--- src/rtl/norm_shift_controller.sv ---
// ---------------------------------------------------------------------------
// norm_shift_controller
//
// Purpose:
//   Normalisation sequencer for the half-precision adder's post-add mantissa.
//   It steers an external 0-3 bit left shifter, one pass per clock. Each pass
//   moves the mantissa left and lowers the exponent by the same amount. It
//   stops when the mantissa MSB is set or when the exponent reaches 1. If the
//   exponent reaches 1 before the MSB is set, the result is subnormal.
//
// Ports:
//   clk, reset          - rising-edge clock, asynchronous active-high reset
//   in_valid/in_ready   - upstream handshake (in_ready high only in IDLE)
//   in_mant, in_exp     - unnormalised mantissa and biased exponent
//   shift_in            - mantissa presented to the external shifter
//   shift_ctrl          - shift amount to the shifter (non-zero only in SHIFT)
//   shift_out           - combinational shifter result
//   out_valid/out_ready - downstream handshake (out_valid high only in DONE)
//   out_mant, out_exp   - normalised mantissa and adjusted exponent
//   out_shift_total     - total left shift applied (0-10)
//   out_zero            - input mantissa was zero
//   out_denorm          - exponent floor reached with out_mant MSB clear
// ---------------------------------------------------------------------------
module norm_shift_controller #(
    parameter int MANT_W = 11,
    parameter int EXP_W  = 5
) (
    input  logic              clk,
    input  logic              reset,
    input  logic              in_valid,
    output logic              in_ready,
    input  logic [MANT_W-1:0] in_mant,
    input  logic [EXP_W-1:0]  in_exp,
    output logic [MANT_W-1:0] shift_in,
    output logic [1:0]        shift_ctrl,
    input  logic [MANT_W-1:0] shift_out,
    output logic              out_valid,
    input  logic              out_ready,
    output logic [MANT_W-1:0] out_mant,
    output logic [EXP_W-1:0]  out_exp,
    output logic [3:0]        out_shift_total,
    output logic              out_zero,
    output logic              out_denorm
);

    typedef enum logic [1:0] {
        IDLE  = 2'd0,
        SHIFT = 2'd1,
        DONE  = 2'd2
    } state_t;

    state_t            state;
    logic [MANT_W-1:0] mant_reg;
    logic [EXP_W-1:0]  exp_reg;
    logic [3:0]        total_reg;
    logic              zero_reg;
    logic              denorm_reg;

    logic [3:0]        lz;
    logic              lz_hit;
    logic [EXP_W-1:0]  room;
    logic [1:0]        amt;

    // Count the leading zeros of the working mantissa. Scan from the MSB down
    // and stop counting at the first set bit.
    always_comb begin
        lz     = '0;
        lz_hit = 1'b0;
        for (int i = MANT_W - 1; i >= 0; i--) begin
            if (!lz_hit) begin
                if (mant_reg[i]) begin
                    lz_hit = 1'b1;
                end else begin
                    lz = lz + 4'd1;
                end
            end
        end
    end

    // Shift for this pass: the smallest of the shifter reach (3), the leading
    // zeros, and the distance to the exponent floor of 1. In SHIFT, exp_reg is
    // always at least 1, so room cannot wrap.
    always_comb begin
        room = exp_reg - EXP_W'(1);
        amt  = 2'd3;
        if (lz < 4'd3) begin
            amt = lz[1:0];
        end
        if (room < EXP_W'(amt)) begin
            amt = room[1:0];
        end
    end

    assign shift_in   = mant_reg;
    assign shift_ctrl = (state == SHIFT) ? amt : 2'd0;

    always_ff @(posedge clk or posedge reset) begin
        if (reset) begin
            state      <= IDLE;
            mant_reg   <= '0;
            exp_reg    <= '0;
            total_reg  <= '0;
            zero_reg   <= 1'b0;
            denorm_reg <= 1'b0;
        end else begin
            case (state)
                IDLE: begin
                    if (in_valid) begin
                        mant_reg   <= in_mant;
                        total_reg  <= '0;
                        denorm_reg <= 1'b0;
                        if (in_mant == '0) begin
                            // A zero mantissa is reported with exponent 0.
                            exp_reg  <= '0;
                            zero_reg <= 1'b1;
                            state    <= DONE;
                        end else begin
                            // Exponent 0 (a subnormal input) is scaled like exponent 1.
                            exp_reg  <= (in_exp == '0) ? EXP_W'(1) : in_exp;
                            zero_reg <= 1'b0;
                            state    <= SHIFT;
                        end
                    end
                end
                SHIFT: begin
                    if (amt != 2'd0) begin
                        mant_reg  <= shift_out;
                        exp_reg   <= exp_reg - EXP_W'(amt);
                        total_reg <= total_reg + 4'(amt);
                    end else begin
                        denorm_reg <= ~mant_reg[MANT_W-1];
                        state      <= DONE;
                    end
                end
                DONE: begin
                    if (out_ready) begin
                        state <= IDLE;
                    end
                end
                default: state <= IDLE;
            endcase
        end
    end

    assign in_ready        = (state == IDLE);
    assign out_valid       = (state == DONE);
    assign out_mant        = mant_reg;
    assign out_exp         = exp_reg;
    assign out_shift_total = total_reg;
    assign out_zero        = zero_reg;
    assign out_denorm      = denorm_reg;

endmodule

--- config.mk ---
export PLATFORM = sky130hd
export DESIGN_NAME = norm_shift_controller
export DESIGN_NICKNAME = d
export VERILOG_FILES = /design/src/rtl/norm_shift_controller.sv
export SDC_FILE = /design/constraint.sdc
export NUM_CORES = 1
export LEC_CHECK = 0
export BUFFER_PORTS_ARGS = -buffer_cell sky130_fd_sc_hd__buf_4
export CAP_MARGIN = 20
export CORE_UTILIZATION = 40
export DETAILED_ROUTE_END_ITERATION = 16
export GPL_TIMING_DRIVEN = 0
export MAX_ROUTING_LAYER = met4
export PLACE_DENSITY = 0.61
export SETUP_SLACK_MARGIN = 0.2
export SLEW_MARGIN = 20
export SYNTH_ARGS = -nofsm -noshare
export SYNTH_HDL_FRONTEND = slang
export SYNTH_SLANG_ARGS = --single-unit
export TNS_END_PERCENT = 30
--- constraint.sdc ---
create_clock -name clk -period 18.5 [get_ports clk]
set_clock_uncertainty 0.2 [all_clocks]
set_input_delay 1.85 -clock clk [delete_from_list [all_inputs] [get_ports clk]]
set_output_delay 1.85 -clock clk [all_outputs]
set_load 0.1 [all_outputs]
== Word-level counts from Yosys, hierarchy flattened ==
Index checks and enable logic that the tools add are counted.
Widths: inputs -> output; s select.

* Register bits: 24
* Input port bits: 31
* Output and inout port bits: 37

* $add $sub $neg: 13
* $lt $le $gt $ge: 2
* Eq/ne operators: 6
* Mux-type cells: 63
* Bitwise logic cells: 1
* Reductions and logical operators: 9

{| class="wikitable"
|+ Operators with widths
! kind !! count
|-
| $mux 4 || 22
|-
| $add 4x1->4 const B || 10
|-
| $mux 1 || 23
|-
| $mux 11 || 2
|-
| $pmux 11 s2 || 1
|-
| $mux 5 || 4
|-
| $mux 2 || 7
|-
| $logic_not 11->1 || 1
|-
| $pmux 5 s2 || 1
|-
| $reduce_and 3->1 || 3
|-
| $pmux 4 s2 || 1
|-
| $pmux 2 s3 || 1
|-
| $logic_not 5->1 || 1
|-
| $lt 5x2->1 || 1
|-
| $sub 5x1->5 const B || 1
|-
| $sub 5x2->5 || 1
|-
| $add 4x2->4 || 1
|-
| $lt 4x2->1 const B || 1
|-
| $ne 2x1->1 const B || 2
|-
| $ne 2x2->1 const B || 2
|-
| $reduce_bool 2->1 || 2
|-
| $eq 2x1->1 const B || 1
|-
| $eq 2x2->1 const B || 1
|-
| $logic_not 2->1 || 1
|-
| other kinds (3) || 3
|}

== Logic depth before layout (Yosys ltp) ==
* Depth in word-level cells: 38
* Depth in mapped cells: 40
* Depth with buffers taken out: 39

== Least setup slack after synthesis ==
Ideal clock, no wire load.

* Kind: reg2out
* From: register mant_reg[10], in the netlist out_mant[10]
* To: output shift_ctrl[0]
* Arrival: 9.647 ns
* Required time: 16.450 ns
* Path slack: 6.803 ns
* Cell stages (with the launch flop): 34
* Path buffers: 1
* Cell sequence: dfrtp_1 or2_2 clkbuf_1 inv_1 ha_1 nor2_1 nor2_1 ha_1 nand2_1 a21oi_1 ha_1 nand2_1 o41ai_1 ha_1 mux2_2 o211ai_1 a21oi_1 ha_1 a21o_1 ha_1 mux2_2 ha_1 mux2_2 ha_1 nand2b_1 a31oi_1 ha_1 nor2b_1 xnor2_1 or3_4 a211o_1 and2_1 o211a_1 a311oi_1

* Word-level cells in the longest chain between the ends: 36

{| class="wikitable"
|+ RTL lines
! element !! RTL line !! source
|-
| start: declaration || 53 || <nowiki>logic [MANT_W-1:0] mant_reg;</nowiki>
|-
| start signal: assignment || 109 || <nowiki>mant_reg <= in_mant;</nowiki>
|-
| start signal: assignment || 127 || <nowiki>mant_reg <= shift_out;</nowiki>
|-
| $mux 1 || 71 || <nowiki>if (mant_reg[i]) begin</nowiki>
|-
| $add 4x1->4 || 74 || <nowiki>lz = lz + 4'd1;</nowiki>
|-
| $mux 4 || 71 ||
|-
| $mux 4 || 70 || <nowiki>if (!lz_hit) begin</nowiki>
|-
| $add 4x1->4 || 74 ||
|-
| $mux 4 || 71 ||
|-
| $mux 4 || 70 ||
|-
| $add 4x1->4 || 74 ||
|-
| [... 20 more ...] || n/a ||
|-
| $add 4x1->4 || 74 ||
|-
| $mux 4 || 71 ||
|-
| $mux 4 * || 70 ||
|-
| $lt 4x2->1 || 86 || <nowiki>if (lz < 4'd3) begin</nowiki>
|-
| $mux 2 * || 86 ||
|-
| $lt 5x2->1 || 89 || <nowiki>if (room < EXP_W'(amt)) begin</nowiki>
|-
| $mux 2 * || 89 ||
|-
| $mux 2 * || 95 || <nowiki>assign shift_ctrl = (state == SHIFT) ? amt : 2'd0;</nowiki>
|-
| end: declaration || 35 || <nowiki>output logic [1:0] shift_ctrl,</nowiki>
|}

Mark *: on every way between the ends. The rest lies on a longest branch, timed or not.

== Final worst setup path ==
* From: register mant_reg[10], in the netlist out_mant[10]
* To: output shift_ctrl[1]

Same word-level chain as after synthesis.

==> results.sh <==
export IMPL_status="completed"
export IMPL_setup_viol=0
export IMPL_grt_pass1_vias=2113
export IMPL_tns_ns=0
export IMPL_slew_violations=0
export IMPL_tritoncts="done"
export IMPL_antenna_found_initial=0
export IMPL_rsz0062_at_grt="false"
export IMPL_crit_arrival_ns=8.27
export IMPL_cts_buffers=3
export IMPL_postRouteAntennaNets=0
export IMPL_fp_row_count=26
export IMPL_synth_xor_area_share_pct=3.53
export IMPL_num_vias=2217
export IMPL_clock_sinks=24
export IMPL_path_common_cell="ha_1"
export IMPL_top_level_ports=68
export IMPL_crit_type="reg2out"
export IMPL_syn_avg_cell_area_um2=8.18
export IMPL_track_usage_pct=21.6
export IMPL_grt_max_degree=25
export IMPL_synthArstFlopShare_pct=100
export IMPL_wire_per_inst_um=14.3
export IMPL_synth_cells=273
export IMPL_worstMarginPinSlew_ns=0.956
export IMPL_dieWidth_um=76.7
export IMPL_grt_first_pass_wirelength_mm=10.2
export IMPL_seq_area_frac_synth_pct=26.9
export IMPL_drt_total_wl_mm=5.90
export IMPL_htree_num_levels=1
export IMPL_highest_signal_layer="met4"
export IMPL_port_buffers=67
export IMPL_drv_cap=0
export IMPL_path_clk_slew_ns=0.10
export IMPL_drt_iter0_markers=90
export IMPL_cts_setup_buffers=0
export IMPL_min_period_ns=10.32
export IMPL_end_kind="output pin"
export IMPL_ys_ff_latch=24
export IMPL_n_antenna_cell=0
export IMPL_hold_viol_final=0
export IMPL_area_delta_synth_final_pct=29.6
export IMPL_die_area_mm2=0.00589
export IMPL_synth_simple_area_share_pct=22.4
export IMPL_path_max_fanout=9
export IMPL_cts_root_buffer="clkbuf_8"
export IMPL_crit_required_ns=16.45
export IMPL_final_layout_size_suffix_gt1_share_pct=29.1
export IMPL_synth_adder_area_share_pct=9.64
export IMPL_gp_congestion=0.849
export IMPL_start_kind="flop"
export IMPL_synthFlopType="dfrtp_1"
export IMPL_wl_met1_mm=3.04
export IMPL_remaining_drc_errors=0
export IMPL_die_h_um=76.7
export IMPL_cts_hold_buf=0
export IMPL_fin_crit_sh_pct=55.8
export IMPL_coreArea_mm2=0.00524
export IMPL_max_freq_ghz=0.0969
export IMPL_yosys_cell_types_count=51
export IMPL_slowest_delay_ns=0.55
export IMPL_syn_area_mm2=0.00223
export IMPL_synth_compound_area_share_pct=23.2
export IMPL_dp_final_hpwl_mm=4.64
export IMPL_start_util_pct=42.6
export IMPL_wl_met2_mm=2.59
export IMPL_nets=392
export IMPL_hp_class="reg2reg"
export IMPL_synth_nets=320
export IMPL_ys_warn_count=0
export IMPL_synth_edf_count=0
export IMPL_synthMuxAreaShare_pct=3.31
export IMPL_met3_length_um=227
export IMPL_max_clock_path_buffers=2
export IMPL_cts_resized=0
export IMPL_cpMaxStageDelayCell="dfrtp_1"
export IMPL_relSlewSlack_pct=36.2
export IMPL_synth_top_family_by_area="compound AO/OA/AOI/OAI gates"
export IMPL_firstDrtPassIters=4
export IMPL_insertion_delay_ns=0.28
export IMPL_vias_per_cell=5.36
export IMPL_grt_overflow=0
[layout by cell type, fill, tap and decap left out, types with 4 or more instances in the layout]
cell      Yosys  layout
a21oi_1      23      23
a31oi_1       7       7
and2_1        5       5
buf_4        11      78
buf_6         4       4
clkbuf_1      8       8
dfrtp_1      24      24
ha_1         14      14
inv_1        21      21
mux2i_1       4       4
nand2_1      13      13
nand2b_1      7       7
nand3_1       7       7
nor2_1       29      29
nor2b_1       7       7
nor3_1        5       5
nor4_1        5       5
o211ai_1      4       4
o21ai_0       6       6
o22ai_1      11      11
xnor2_1       7       7
[worst max-delay path: cells and delay by family (launching register included)]
family | cells | cell delay [ns]
adders and majority gates | 9 | 2.73
and+or+nand+nor | 11 | 1.59
AOI/OAI and AO/OA | 7 | 1.31
buffers and inverters | 4 | 0.91
muxes | 3 | 0.83
DFF | 1 | 0.55
xor gates and xnor gates | 1 | 0.08
[metrics by stage]
stage | utilization (%) | setup slack, ns | instances | area (um^2) | hold slack [ns]
6_report | 55.3 | 8.18 | 414 | 2900 | 0.310
3_3_place_gp | 53.9 | 8.49 | 410 | 2820 | 0.274
4_1_cts | 55.3 | 8.17 | 414 | 2900 | 0.303
5_1_grt | 55.3 | 7.52 | 414 | 2900 | 0.351
2_1_floorplan | - | 6.80 | 273 | 2230 | 0.334
3_5_place_dp | 53.9 | 8.49 | 410 | 2820 | 0.287
[state kept, by name (all words and copies together) (netlist names)]
name / flops
out_exp: 5
out_denorm: 1
out_mant: 11
out_zero: 1
out_shift_total: 4
state: 2
[final timing paths]
kind,slack (ns),to,startpoint,cells past startpoint
min in group asynchronous,1.59,out_mant[0],reset,2
min reg2reg,0.31,out_shift_total[3],out_shift_total[3],1
max reg2reg,9.10,out_exp[3],out_mant[10],39
max in group asynchronous,15.92,out_mant[4],reset,2
max,8.18,shift_ctrl[1],out_mant[10],35
min,0.31,out_shift_total[3],out_shift_total[3],1
[synth_stat cells (2+ instances only)]
library cell	instances	area share (%)
xor2_1	2	0.78
nor2_1	29	4.9
o31ai_1	3	1.0
dfrtp_1	24	27
and2_1	5	1.4
o211ai_1	4	1.3
nor3_1	5	1.1
o311ai_0	2	0.78
or2_2	2	0.56
nand2_1	13	2.2
a31oi_1	7	2.0
nand3_1	7	1.6
nor2b_1	7	2.0
a32o_1	2	0.90
a211oi_1	3	1.0
xnor2_1	7	2.7
buf_2	2	0.45
clkbuf_1	8	1.3
or3_4	3	1.5
o21ai_0	6	1.3
ha_1	14	7.8
nand3b_1	2	0.67
nand2b_1	7	2.0
a211o_1	2	0.78
buf_6	4	2.0
fa_1	2	1.8
o22a_1	2	0.78
a21o_1	2	0.67
o22ai_1	11	3.1
and3_1	2	0.56
or3_1	2	0.56
a21oi_1	23	5.2
nor3b_1	2	0.67
nor4_1	5	1.4
buf_4	11	3.7
inv_1	21	3.5
mux2_2	3	1.5
mux2i_1	4	1.8
[final cells by class]
cell class              count  area [um^2]
fillers                   520         2340
clock buffers               3         41.3
clock inverters             1         30.0
multi-input cells         203         1390
repair buffers             67          503
inverters                  21         78.8
well taps                  70         87.6
plain buffers              25          168
flip-flops and latches     24          601
[cell families after synthesis]
family	Yosys count
DFF	24
and+or+nand+nor	94
AOI/OAI and AO/OA	77
xor gates and xnor gates	9
adders and majority gates	16
muxes	7
buffers and inverters	46
[per-layer routing]
metal  up-vias  track usage, %
li1       1117               -
met5         -               -
met4         0            4.04
met3         5            1.79
met1      1032            31.4
met2        63            32.9
Power is not shown: default switching activity piles up to over one toggle a cycle in this logic, so the estimate is an artifact.
